<file path="src/rtl/reg_file_pkg.sv">
// Shared register-file constants and types, reused by decode, writeback and the
// register file itself.
package reg_file_pkg;

  localparam int DATA_WIDTH = 16;
  localparam int ADDR_WIDTH = 3;
  localparam int DEPTH      = 2 ** ADDR_WIDTH;

  typedef logic [ADDR_WIDTH-1:0] reg_addr_t;
  typedef logic [DATA_WIDTH-1:0] reg_data_t;

endpackage : reg_file_pkg

</file>
<file path="src/rtl/reg_file.sv">
// Eight-entry general-purpose register file: two combinational read ports and
// one synchronous write port with synchronous active-low clear. No zero register.
module reg_file #(
  parameter int DATA_WIDTH = reg_file_pkg::DATA_WIDTH,
  parameter int ADDR_WIDTH = reg_file_pkg::ADDR_WIDTH,
  parameter int DEPTH      = 2 ** ADDR_WIDTH
) (
  input  logic                  clk,
  input  logic                  rst_n,
  input  logic                  write_en,
  input  logic [ADDR_WIDTH-1:0] write_addr,
  input  logic [DATA_WIDTH-1:0] write_data,
  input  logic [ADDR_WIDTH-1:0] read_addr_1,
  input  logic [ADDR_WIDTH-1:0] read_addr_2,
  output logic [DATA_WIDTH-1:0] read_data_1,
  output logic [DATA_WIDTH-1:0] read_data_2
);

  import reg_file_pkg::*;

  logic [DEPTH-1:0][DATA_WIDTH-1:0] regs_r;

  // Read multiplexer shared by both ports; no write bypass, so reads see stored state only.
  function automatic logic [DATA_WIDTH-1:0] read_mux(
    input logic [DEPTH-1:0][DATA_WIDTH-1:0] regs,
    input logic [ADDR_WIDTH-1:0]            addr
  );
    read_mux = regs[addr];
  endfunction

  // Storage update: clear has priority over a same-edge write.
  always_ff @(posedge clk) begin
    if (!rst_n) begin
      regs_r <= '0;
    end else if (write_en) begin
      regs_r[write_addr] <= write_data;
    end else begin
      regs_r <= regs_r;
    end
  end

  assign read_data_1 = read_mux(regs_r, read_addr_1);
  assign read_data_2 = read_mux(regs_r, read_addr_2);

endmodule : reg_file

</file>
<file path="config.mk">
export PLATFORM = sky130hd
export DESIGN_NAME = reg_file
export DESIGN_NICKNAME = d
export VERILOG_FILES = /design/src/rtl/reg_file_pkg.sv /design/src/rtl/reg_file.sv
export SDC_FILE = /design/constraint.sdc
export NUM_CORES = 1
export LEC_CHECK = 0
export ABC_AREA = 1
export CAP_MARGIN = 20
export CORE_MARGIN = 1
export CORE_UTILIZATION = 40
export CTS_BUF_LIST = sky130_fd_sc_hd__clkbuf_8
export CTS_CLUSTER_DIAMETER = 40
export DETAILED_ROUTE_END_ITERATION = 8
export DONT_BUFFER_PORTS = 1
export PLACE_DENSITY = 0.61
export SLEW_MARGIN = 30
export SYNTH_ARGS = -nofsm -noshare
export SYNTH_HDL_FRONTEND = slang
export SYNTH_SLANG_ARGS = --single-unit
</file>
<file path="constraint.sdc">
create_clock -name clk -period 1.2 [get_ports clk]
set_clock_uncertainty 0.1 [all_clocks]
set_input_delay 0.12 -clock clk [delete_from_list [all_inputs] [get_ports clk]]
set_output_delay 0.12 -clock clk [all_outputs]
set_load 0.005 [all_outputs]
</file>
# Word level (Yosys, flattened, before mapping)
# Cells that the tools add are included.
# Widths: inputs -> output; s select.
dict set report classes {
  addsub 0
  mux 7
  n_shift 0
  n_lt_le_gt_ge 4
  bitwise_logic 0
  n_div 0
  reduce_logical 1
  eq_ne 0
  n_mul 0
}
# op n
set ops {}
lappend ops {{$bwmux 128} 1}
lappend ops {{$bmux 16 s3} 2}
lappend ops {{$demux 16 s3} 1}
lappend ops {{$mux 16} 3}
lappend ops {{$lt 3x4->1 const B} 3}
lappend ops {{$ge 3x1->1 const B} 1}
lappend ops {{$logic_and 1x1->1} 1}
dict set report totals {
  out_inout_bits 32
  rom_bits 0
  mem_bits_rw 0
  memories 0
  register_bits 128
  input_bits 28
  latchBits 0
  word_cells 20
}

# Logic depth before layout (Yosys ltp)
# Gate-level depths: netlist of run 1.
dict set report depth {
  ltp_word 5
  depth_mapped 7
  mapped_depth_nobuf 6
}

# Worst setup path before layout of run 1
# OpenSTA, ideal clock, no wires.
dict set report synth_path {
  kind {input to output}
  from {input port read_addr_1[2]}
  to {output port read_data_1[10]}
  arrival_ps 818
  slack_ps 162
  required_ps 980
  path_buffers 2
  stages 5
  cell_sequence {buf_2 -> inv_1 -> clkbuf_1 -> nand2_1 -> nand2_1}
}
dict set report synth_via {
  elab_chain_len 2
}
# element line
set synth_rtl {}
lappend synth_rtl {{from (decl)} reg_file.sv:13} ;# input logic [ADDR_WIDTH-1:0] read_addr_1,
lappend synth_rtl {{$bmux 16 s3} reg_file.sv:28} ;# read_mux = regs[addr];
lappend synth_rtl {{$mux 16 (implied by the code)} reg_file.sv:28}
lappend synth_rtl {{to (decl)} reg_file.sv:15} ;# output logic [DATA_WIDTH-1:0] read_data_1,
# Every way passes these cells. The select of a mux whose other input is x is not followed.

# Worst setup path after layout of run 1
dict set report layout_path {
  from {register regs_r[122] in the netlist's numbering}
  to {output port read_data_2[10]}
}
dict set report layout_via {
  elab_chain_len 2
}
# element line
set layout_rtl {}
lappend layout_rtl {{from (decl)} reg_file.sv:21} ;# logic [DEPTH-1:0][DATA_WIDTH-1:0] regs_r;
lappend layout_rtl {{from (signal, indexed assignment)} reg_file.sv:36} ;# regs_r[write_addr] <= write_data;
lappend layout_rtl {{from (signal assigned)} reg_file.sv:38} ;# regs_r <= regs_r;
lappend layout_rtl {{$bmux 16 s3} reg_file.sv:28}
lappend layout_rtl {{$mux 16 (implied by the code)} reg_file.sv:28}
lappend layout_rtl {{to (decl)} reg_file.sv:16} ;# output logic [DATA_WIDTH-1:0] read_data_2
# Every way passes these cells. The select of a mux whose other input is x is not followed.

==> results.md, run 1 <==
- Die area: 19100 um^2
- First-pass GRT wire length: 42.1 mm
- YS warnings: 0
- Pleak: 4.41 nW
- Data required, critical path: 0.98 ns
- Biggest regs: regs_r x128
- Boundary Pins: 60
- CTS Buffer Depth: 2
- Dpl ws: 0.0494 ns
- RSZ-0062 raised after global routing: yes
- Root Driver: clkbuf_8
- Status: finished with violations
- Largest net degree at the start of global routing: 129
- Core footprint: 18000 um^2
- Clk Latency, worst-skew pair: 0.45 ns
- Biggest register: regs_r
- CTS Buf Count: 17
- Number of DRC markers in iteration 0: 781
- Drt pass-1 iters: 5
- Avg Cell Area, Syn: 5.73 um^2
- Placer Congestion: 0.877
- Post-synth top area cell: dfxtp_1
- Cell variety after synth: 19
- Top cell type's share of synthesized area: 0.346
- Final WL: 27.1 mm
- Final hold slack: -0.302 ns
- H-tree depth: 4
- Crit share post-route: 1.21
- CTS tree: done
- Setup crit start kind: flip-flop
- Gr usage total: 0.284
- Crit-path max FO: 2
- Final HPWL DP: 16.1 mm
- Commonest cells after routing, fill and taps aside: nand2_1, nor2_1, dfxtp_2, o21ai_0, nand2_2
- Setup WS post-layout: -0.256 ns
- Crit path capture type: output port
- Initial antenna violation count: 0
- Maximum vdd drop: 0.714 mV
- Violated checks: negative hold slack, negative setup slack
- Layout cells sized above 1: 0.328
- Syn_nets: 1321
- Min Tclk post-route: 1.46 ns
- Synthesized cell area: 7400 um^2
- Worst-margin pin slew: 0.472 ns
- Leading cell type in the layout, fill and taps excluded: nand2_1
- FMAX: 0.687 GHz
- Final nets: 1362
- Slew margin rel.: 0.684
- # rows: 49
- Post-route ant nets: 0
- Ranking of synthesized cells by area: dfxtp_1, nand2_1, nor2_1, nand3_1, o21ai_0
- Max Slew Vio Count: 0
- Synth-to-Final Area Change: 25.8%
- DR vias: 8174
- Syn Inst Count: 1293
- Total grt overflow: 0
- Flops & latches, synth: 128
- # diodes: 0
- Final hold vios: 84
- Setup Crit Path Kind: flip-flop to output port
- Pwr Density: 1070 nW/um^2
- Wire per inst: 17.2 um
- Sequential share of the synthesized area: 0.346
- Buffers on Ports: 0
- Initial Util: 0.411
- Util after Layout: 0.517
- Clock slew at reported path FFs: 0.07 ns
- Final Setup Violations: 32
- Die height: 138 um
- Total Power: 9.98 mW
- Die W: 138 um
- Hold Crit Class: input pin to flip-flop
- Worst path arrival time: 1.24 ns
- Max_cap viols: 0
- Vias in the first global route: 7514
- DRC violations left: 0
- Average via count per standard cell: 5.19
- Max reg flops: 128
- Sink Count: 128
worst paths after layout:
kind                    start         endpoint  slack (ns)  depth (start not counted)
setup reg to reg  regs_r[105]      regs_r[105]        0.39                          3
hold reg to reg    regs_r[88]       regs_r[88]        0.37                          2
setup / recovery  regs_r[122]  read_data_2[10]       -0.26                          6
hold / removal          rst_n       regs_r[84]       -0.30                          2
per-layer routing:
layer | part of all wire | track usage | vias to the layer above | wire [um]
met3 | 0.073 | 0.0540 | 41 | 1980
met1 | 0.45 | 0.391 | 3800 | 12200
li1 | - | - | 4019 | -
met4 | 0.022 | 0.106 | 0 | 593
met5 | 0 | 0 | - | 0
met2 | 0.45 | 0.441 | 314 | 12300
cell type report:
type                       count  area (um^2)
fill                        1885         8710
multi-input combinational    942         4340
sequential                   128         2720
timing repair buffer          98         1040
inverter                     147          558
tap                          229          287
clock buffer                  20          275
clock inverter                10         97.6
synthesized netlist by cell type:
| cell | count |
|---|---|
| nor2_2 | 3 |
| nand2_2 | 7 |
| inv_2 | 8 |
| o21ai_1 | 4 |
| nand2_4 | 1 |
| nor2_4 | 2 |
| nand3_1 | 128 |
| clkbuf_2 | 6 |
| clkbuf_1 | 35 |
| buf_1 | 2 |
| buf_4 | 1 |
| o21ai_0 | 124 |
| nand2_1 | 417 |
| dfxtp_1 | 128 |
| clkinv_2 | 5 |
| inv_1 | 134 |
| buf_6 | 7 |
| nor2_1 | 256 |
| buf_2 | 25 |
critical path: stages, from the launching register on:
cell and delay [ns]:
dfxtp_2 0.33, inv_2 0.05, nand2_2 0.06, nand3_2 0.11, nand2_2 0.11, nand2_2 0.05
nand2_2 0.07
report_power, final:
group / switching (mW) / internal (mW)
Sequential: 0.0960 / 4.42
Clock: 1.74 / 1.95
Combinational: 1.04 / 0.734
timing repair:
action	4_1_cts	5_1_grt
hold endpoints to repair	128	84
pin swaps	64	123
hold buffers	59	3
gates resized for setup	191	179
buffers inserted	2	5
setup endpoints to repair	32	38
per-stage QoR:
| stage | cells | TNS (ns) | cell area (um^2) |
|---|---|---|---|
| floorplan | 1293 | 0 | 7400 |
| global placement | 1475 | 0 | 7670 |
| detailed placement | 1475 | 0 | 7670 |
| CTS | 1566 | -6.81 | 8860 |
| global route | 1574 | -8.65 | 9320 |
| finish | 1574 | -6.69 | 9320 |
cell families (layout without fill, tap and decap cells):
family / Yosys count / in the layout / share of synthesized area
flops: 128 / 128 / 0.346
compound gates: 128 / 128 / 0.0865
buf+inv: 223 / 275 / 0.127
simple gates: 814 / 814 / 0.441
Note: power is estimated with default switching activity, not from simulation.
==> run 2, diff against run 1 <==
- CELL_PAD_IN_SITES_DETAIL_PLACEMENT: default -> 0
- CELL_PAD_IN_SITES_GLOBAL_PLACEMENT: default -> 1
- PLACE_DENSITY: 0.61 -> 0.81
==> run 2 against run 1 <==
The run still ends with negative hold slack, negative setup slack left; maximum frequency grew 2.1%; cell count did not move; non-clock buffer count fell by 1; sequential power is essentially flat; die area unchanged; sequential share of layout area increased by 0.26 points; via count decreased by 1.4%; first-iteration DRC count shrank 19%; flip-flop and latch count is the same.
==> results.md, run 2 (synthesized netlist as in run 1, its figures left out) <==
- First-pass GRT wire length: 41.5 mm
- Drt pass-1 iters: 7
- Initial antenna violation count: 0
- Setup WS post-layout: -0.226 ns
- Placer Congestion: 0.842
- Leading cell type in the layout, fill and taps excluded: nand2_1
- Fillers: 1934
- Data required, critical path: 0.98 ns
- Slew margin rel.: 0.664
- Layout cells sized above 1: 0.298
- Worst hold stages: 2
- Clk Latency, worst-skew pair: 0.45 ns
- # diodes: 0
- Pleak: 4.39 nW
- Average via count per standard cell: 5.12
- Sink Count: 128
- Final Instance Area: 9240 um^2
- CP most frequent cell: nand2_2
- Crit path capture type: output port
- Final hold vios: 78
- Synth-to-Final Area Change: 24.7%
- DRC violations left: 0
- R2R depth: 3
- Vias in the first global route: 7307
- CTS Buf Count: 17
- Cell Area, Placed: 7670 um^2
- Max_cap viols: 0
- RSZ-0062 raised after global routing: yes
- Max reg flops: 128
- Die W: 138 um
- Crit share post-route: 1.19
- Biggest regs: regs_r x128
- CP max stage delay: 0.34 ns
- DR vias: 8062
- Biggest register: regs_r
- Status: finished with violations
- Setup crit start kind: flip-flop
- Crit-path max FO: 2
- Wire per inst: 17.1 um
- Final nets: 1361
- H-tree depth: 4
- Die height: 138 um
- Gr usage total: 0.282
- Worst-margin pin slew: 0.504 ns
- CTS Buffer Depth: 2
- Initial Util: 0.411
- Core footprint: 18000 um^2
- Post-route ant nets: 0
- Boundary Pins: 60
- Final HPWL DP: 15.8 mm
- Clock slew at reported path FFs: 0.07 ns
- Final WL: 27.0 mm
- Number of DRC markers in iteration 0: 632
- Max Slew Vio Count: 0
- Root Driver: clkbuf_8
- Pwr Density: 1100 nW/um^2
- Violated checks: negative hold slack, negative setup slack
- FMAX: 0.701 GHz
- Total grt overflow: 0
- Hold Crit Class: input pin to flip-flop
- Maximum vdd drop: 0.839 mV
- Slowest CP cell: dfxtp_2
- Final Setup Violations: 34
- Largest net degree at the start of global routing: 129
- Min Tclk post-route: 1.43 ns
- Commonest cells after routing, fill and taps aside: nand2_1, nor2_1, dfxtp_2, o21ai_0, nand3_1
- Die area: 19100 um^2
- Setup Crit Path Kind: flip-flop to output port
- Worst path arrival time: 1.21 ns
- Crit-path cells: inv_2, nand2_2, nand3_2, nand2_2, nand2_2, nand2_2
- # rows: 49
- Dpl ws: 0.0880 ns
- CTS tree: done
- Buffers on Ports: 0
- Final hold slack: -0.288 ns
## run 2: cell types whose count changed in the layout (fill, tap and decap cells not counted), moves of 6 or more
cell	change
inv_1	+11
o21ai_0	+7
o21ai_1	-6
nand2_1	+23
nand2_2	-22
inv_2	-10
## run 2: final timing paths
check,start,endpoint,slack (ns)
worst max register to register,regs_r[121],regs_r[121],0.36
worst max-delay path,regs_r[22],read_data_1[6],-0.23
worst min-delay path,rst_n,regs_r[66],-0.29
worst min register to register,regs_r[95],regs_r[95],0.37
## run 2: through the flow
step	power [mW]	std cells	TNS [ns]	util
after floorplan	5.68	1293	0	-
after global placement	5.91	1476	0	0.426
after detailed placement	5.93	1476	0	0.426
after CTS	10.1	1569	-6.99	0.494
after global routing	10.6	1574	-8.90	0.512
final	10.1	1574	-6.37	0.512
## run 2: worst max-delay path, delay by kind of cell, from the launching register on
kind                   cells  cell delay [ns]
buffers and inverters      1             0.05
flip-flops                 1             0.34
AND/OR/NAND/NOR            5             0.38
## run 2: timing repair
item                                    in CTS  in global routing
endpoints found under the setup margin      32                 34
setup buffers                                0                  3
endpoints found under the hold margin      128                 78
pin swaps                                   60                117
gates resized for setup                    185                135
gates cloned                                 0                  0
hold buffers                                62                  2
## run 2: layer usage
metal  track usage  up-vias  wire [um]
met5             0        -          0
met4        0.0879        0        551
met2         0.453      285      12400
met1         0.380     3714      12000
met3        0.0558       39       2020
li1              -     4024          -
## run 2: final cells by class
cell class / count / area [um^2] / share of cell area
multi-input combinational: 942 / 4250 / 0.460
sequential: 128 / 2720 / 0.294
timing repair buffer: 97 / 1030 / 0.111
inverter: 147 / 558 / 0.0604
tap: 229 / 287 / 0.0310
clock buffer: 20 / 275 / 0.0298
clock inverter: 11 / 124 / 0.0134
## run 2: power by group
part	switching, mW	total, mW	internal, mW
Clock	1.72	3.88	2.16
Sequential	0.0896	4.51	4.42
Combinational	1.02	1.73	0.714
==> run 3, diff against run 2 <==
- CORE_MARGIN: 1 -> 5
- CORE_UTILIZATION: 40 -> 45
- PLACE_DENSITY: 0.81 -> 0.89
==> run 3 against run 2 <==
The run still ends with negative hold slack, negative setup slack left; first-iteration DRC count increased by 14%; non-clock buffer count decreased by 8; sequential share of layout area increased by 0.71 points; design area decreased by 2.2%; highest routed layer unchanged; routed wire length decreased by 1.8%; power decreased by 7.1%; combinational power about the same; clock power decreased by 18%; worst hold slack got worse by 0.011 ns; count of clock-buffer cells in the layout increased by 2; global-route usage decreased by 1.3 points.
==> results.md, run 3 (synthesized netlist as in run 1, its figures left out) <==
- Status: finished with violations
- Violated checks: negative hold slack, negative setup slack
- Post-route ant nets: 0
- Worst hold stages: 2
- Commonest cells after routing, fill and taps aside: nand2_1, nor2_1, dfxtp_2, o21ai_0, nand3_1
- Hold path endpoint: regs_r[64]
- Worst R2R End: regs_r[121]
- Crit-path cells: inv_1, nand2_1, nand3_2, nand2_2, nand2_2, nand2_2
- Max_cap viols: 0
- Max reg flops: 128
- Wire per inst: 17.1 um
- Biggest regs: regs_r x128
- Final WL: 26.5 mm
- Hold Crit Class: input pin to flip-flop
- Leading cell type in the layout, fill and taps excluded: nand2_1
- Clock slew at reported path FFs: 0.07 ns
- Worst-margin pin slew: 0.443 ns
- Setup Crit Path Kind: flip-flop to output port
- Min Tclk post-route: 1.45 ns
- Setup crit start kind: flip-flop
- Maximum vdd drop: 0.700 mV
- Final Setup Violations: 32
- Final Instance Area: 9030 um^2
- Data required, critical path: 0.98 ns
- Final nets: 1353
- Slowest CP cell: dfxtp_2
- Vias in the first global route: 7569
- Crit path capture type: output port
- Fin cells: 1548
- Placer Congestion: 0.838
- Internal reg-to-reg setup slack: 0.35 ns
- CTS tree: done
- Biggest register: regs_r
- DRC violations left: 0
- Cell Area, Placed: 7610 um^2
- Slew margin rel.: 0.704
- Core footprint: 16000 um^2
- Pwr Density: 1040 nW/um^2
- H-tree depth: 4
- Max Slew Vio Count: 0
- Switching Share: 0.284
- Setup WS post-layout: -0.253 ns
- Internal power: 6.73 mW
- Sink Count: 128
- Pleak: 4.29 nW
- FF-to-FF Start: regs_r[121]
- Die W: 138 um
- FMAX: 0.688 GHz
- Die area: 19100 um^2
- Boundary Pins: 60
- CP max stage delay: 0.33 ns
- Comb pwr share: 0.181
- Number of DRC markers in iteration 0: 719
- Clock share of power: 0.338
- Synth-to-Final Area Change: 22.0%
- Final hold slack: -0.299 ns
- R2R depth: 3
- Buffers on Ports: 0
- DR vias: 8140
- Final HPWL DP: 15.4 mm
- Worst path arrival time: 1.23 ns
- Hold Crit Start: rst_n
- Gr usage total: 0.269
- Average via count per standard cell: 5.26
- Clk Latency, worst-skew pair: 0.46 ns
- DP Cell Count: 1462
- Final hold vios: 84
- Layout cells sized above 1: 0.303
- Root Driver: clkbuf_8
- CP top delay family: simple AND/OR/NAND/NOR gates
- Crit-path max FO: 2
- Drt pass-1 iters: 5
- Net Sw Power: 2.67 mW
- RSZ-0062 raised after global routing: yes
- Largest net degree at the start of global routing: 129
- CTS Buf Count: 17
- Total grt overflow: 0
- # diodes: 0
- Crit share post-route: 1.21
- Initial Util: 0.463
- CTS Buffer Depth: 2
- # rows: 46
- Worst Path Buf+Inv: 1
- Reg power frac: 0.481
- Initial antenna violation count: 0
- First-pass GRT wire length: 41.3 mm
- Die height: 138 um
- CP most frequent cell: nand2_2
run 3: area by class of cell:
cell class	instances	area [um^2]
Fill cell	1663	6970
Sequential cell	128	2720
Clock buffer	22	303
Multi-Input combinational cell	942	4240
Tap cell	216	270
Inverter	147	558
Clock inverter	4	16.3
Timing Repair Buffer	89	920
run 3: power groups by stage:
stage	registers (mW)	logic, mW	clock network (mW)
after floorplan	4.55	1.13	0
after global placement	4.56	1.33	0
after detailed placement	4.56	1.34	0
after CTS	4.50	1.60	3.23
after global routing	4.53	1.89	3.45
final	4.52	1.70	3.18
run 3: through the flow:
step	utilization	power, mW	setup TNS [ns]	setup slack (ns)	hold slack [ns]
floorplan	-	5.68	0	0.162	0.155
global placement	0.476	5.89	0	0.0741	0.157
detailed placement	0.476	5.91	0	0.0280	0.164
CTS	0.546	9.33	-6.51	-0.237	-0.309
global route	0.565	9.87	-8.82	-0.304	-0.331
finish	0.565	9.40	-6.32	-0.253	-0.299
run 3: worst max-delay path by stage:
| stage | cells past startpoint | endpoint | from | slack [ns] |
|---|---|---|---|---|
| 5_1_grt | 6 | read_data_1[3] | regs_r[67] | -0.30 |
| 3_5_place_dp | 5 | regs_r[19] | write_addr[2] | 0.03 |
| 2_1_floorplan | 5 | read_data_1[10] | read_addr_1[2] | 0.16 |
| 4_1_cts | 6 | read_data_2[1] | regs_r[33] | -0.24 |
| 6_report | 6 | read_data_2[1] | regs_r[17] | -0.25 |
| 3_3_place_gp | 5 | regs_r[25] | write_addr[2] | 0.07 |
run 3: per-layer routing:
layer,GRT usage,part of all wire,vias up
li1,-,-,4009
met1,0.355,0.43,3745
met2,0.441,0.46,355
met3,0.0603,0.090,31
met4,0.0858,0.018,0
met5,0,0,-
run 3: what timing repair did:
action / 4_1_cts / 5_1_grt
hold buffers: 58 / 1
setup buffers: 0 / 1
resized for setup: 184 / 143
endpoints found under the setup margin: 32 / 35
hold endpoints to repair: 128 / 84
pin swaps: 74 / 109
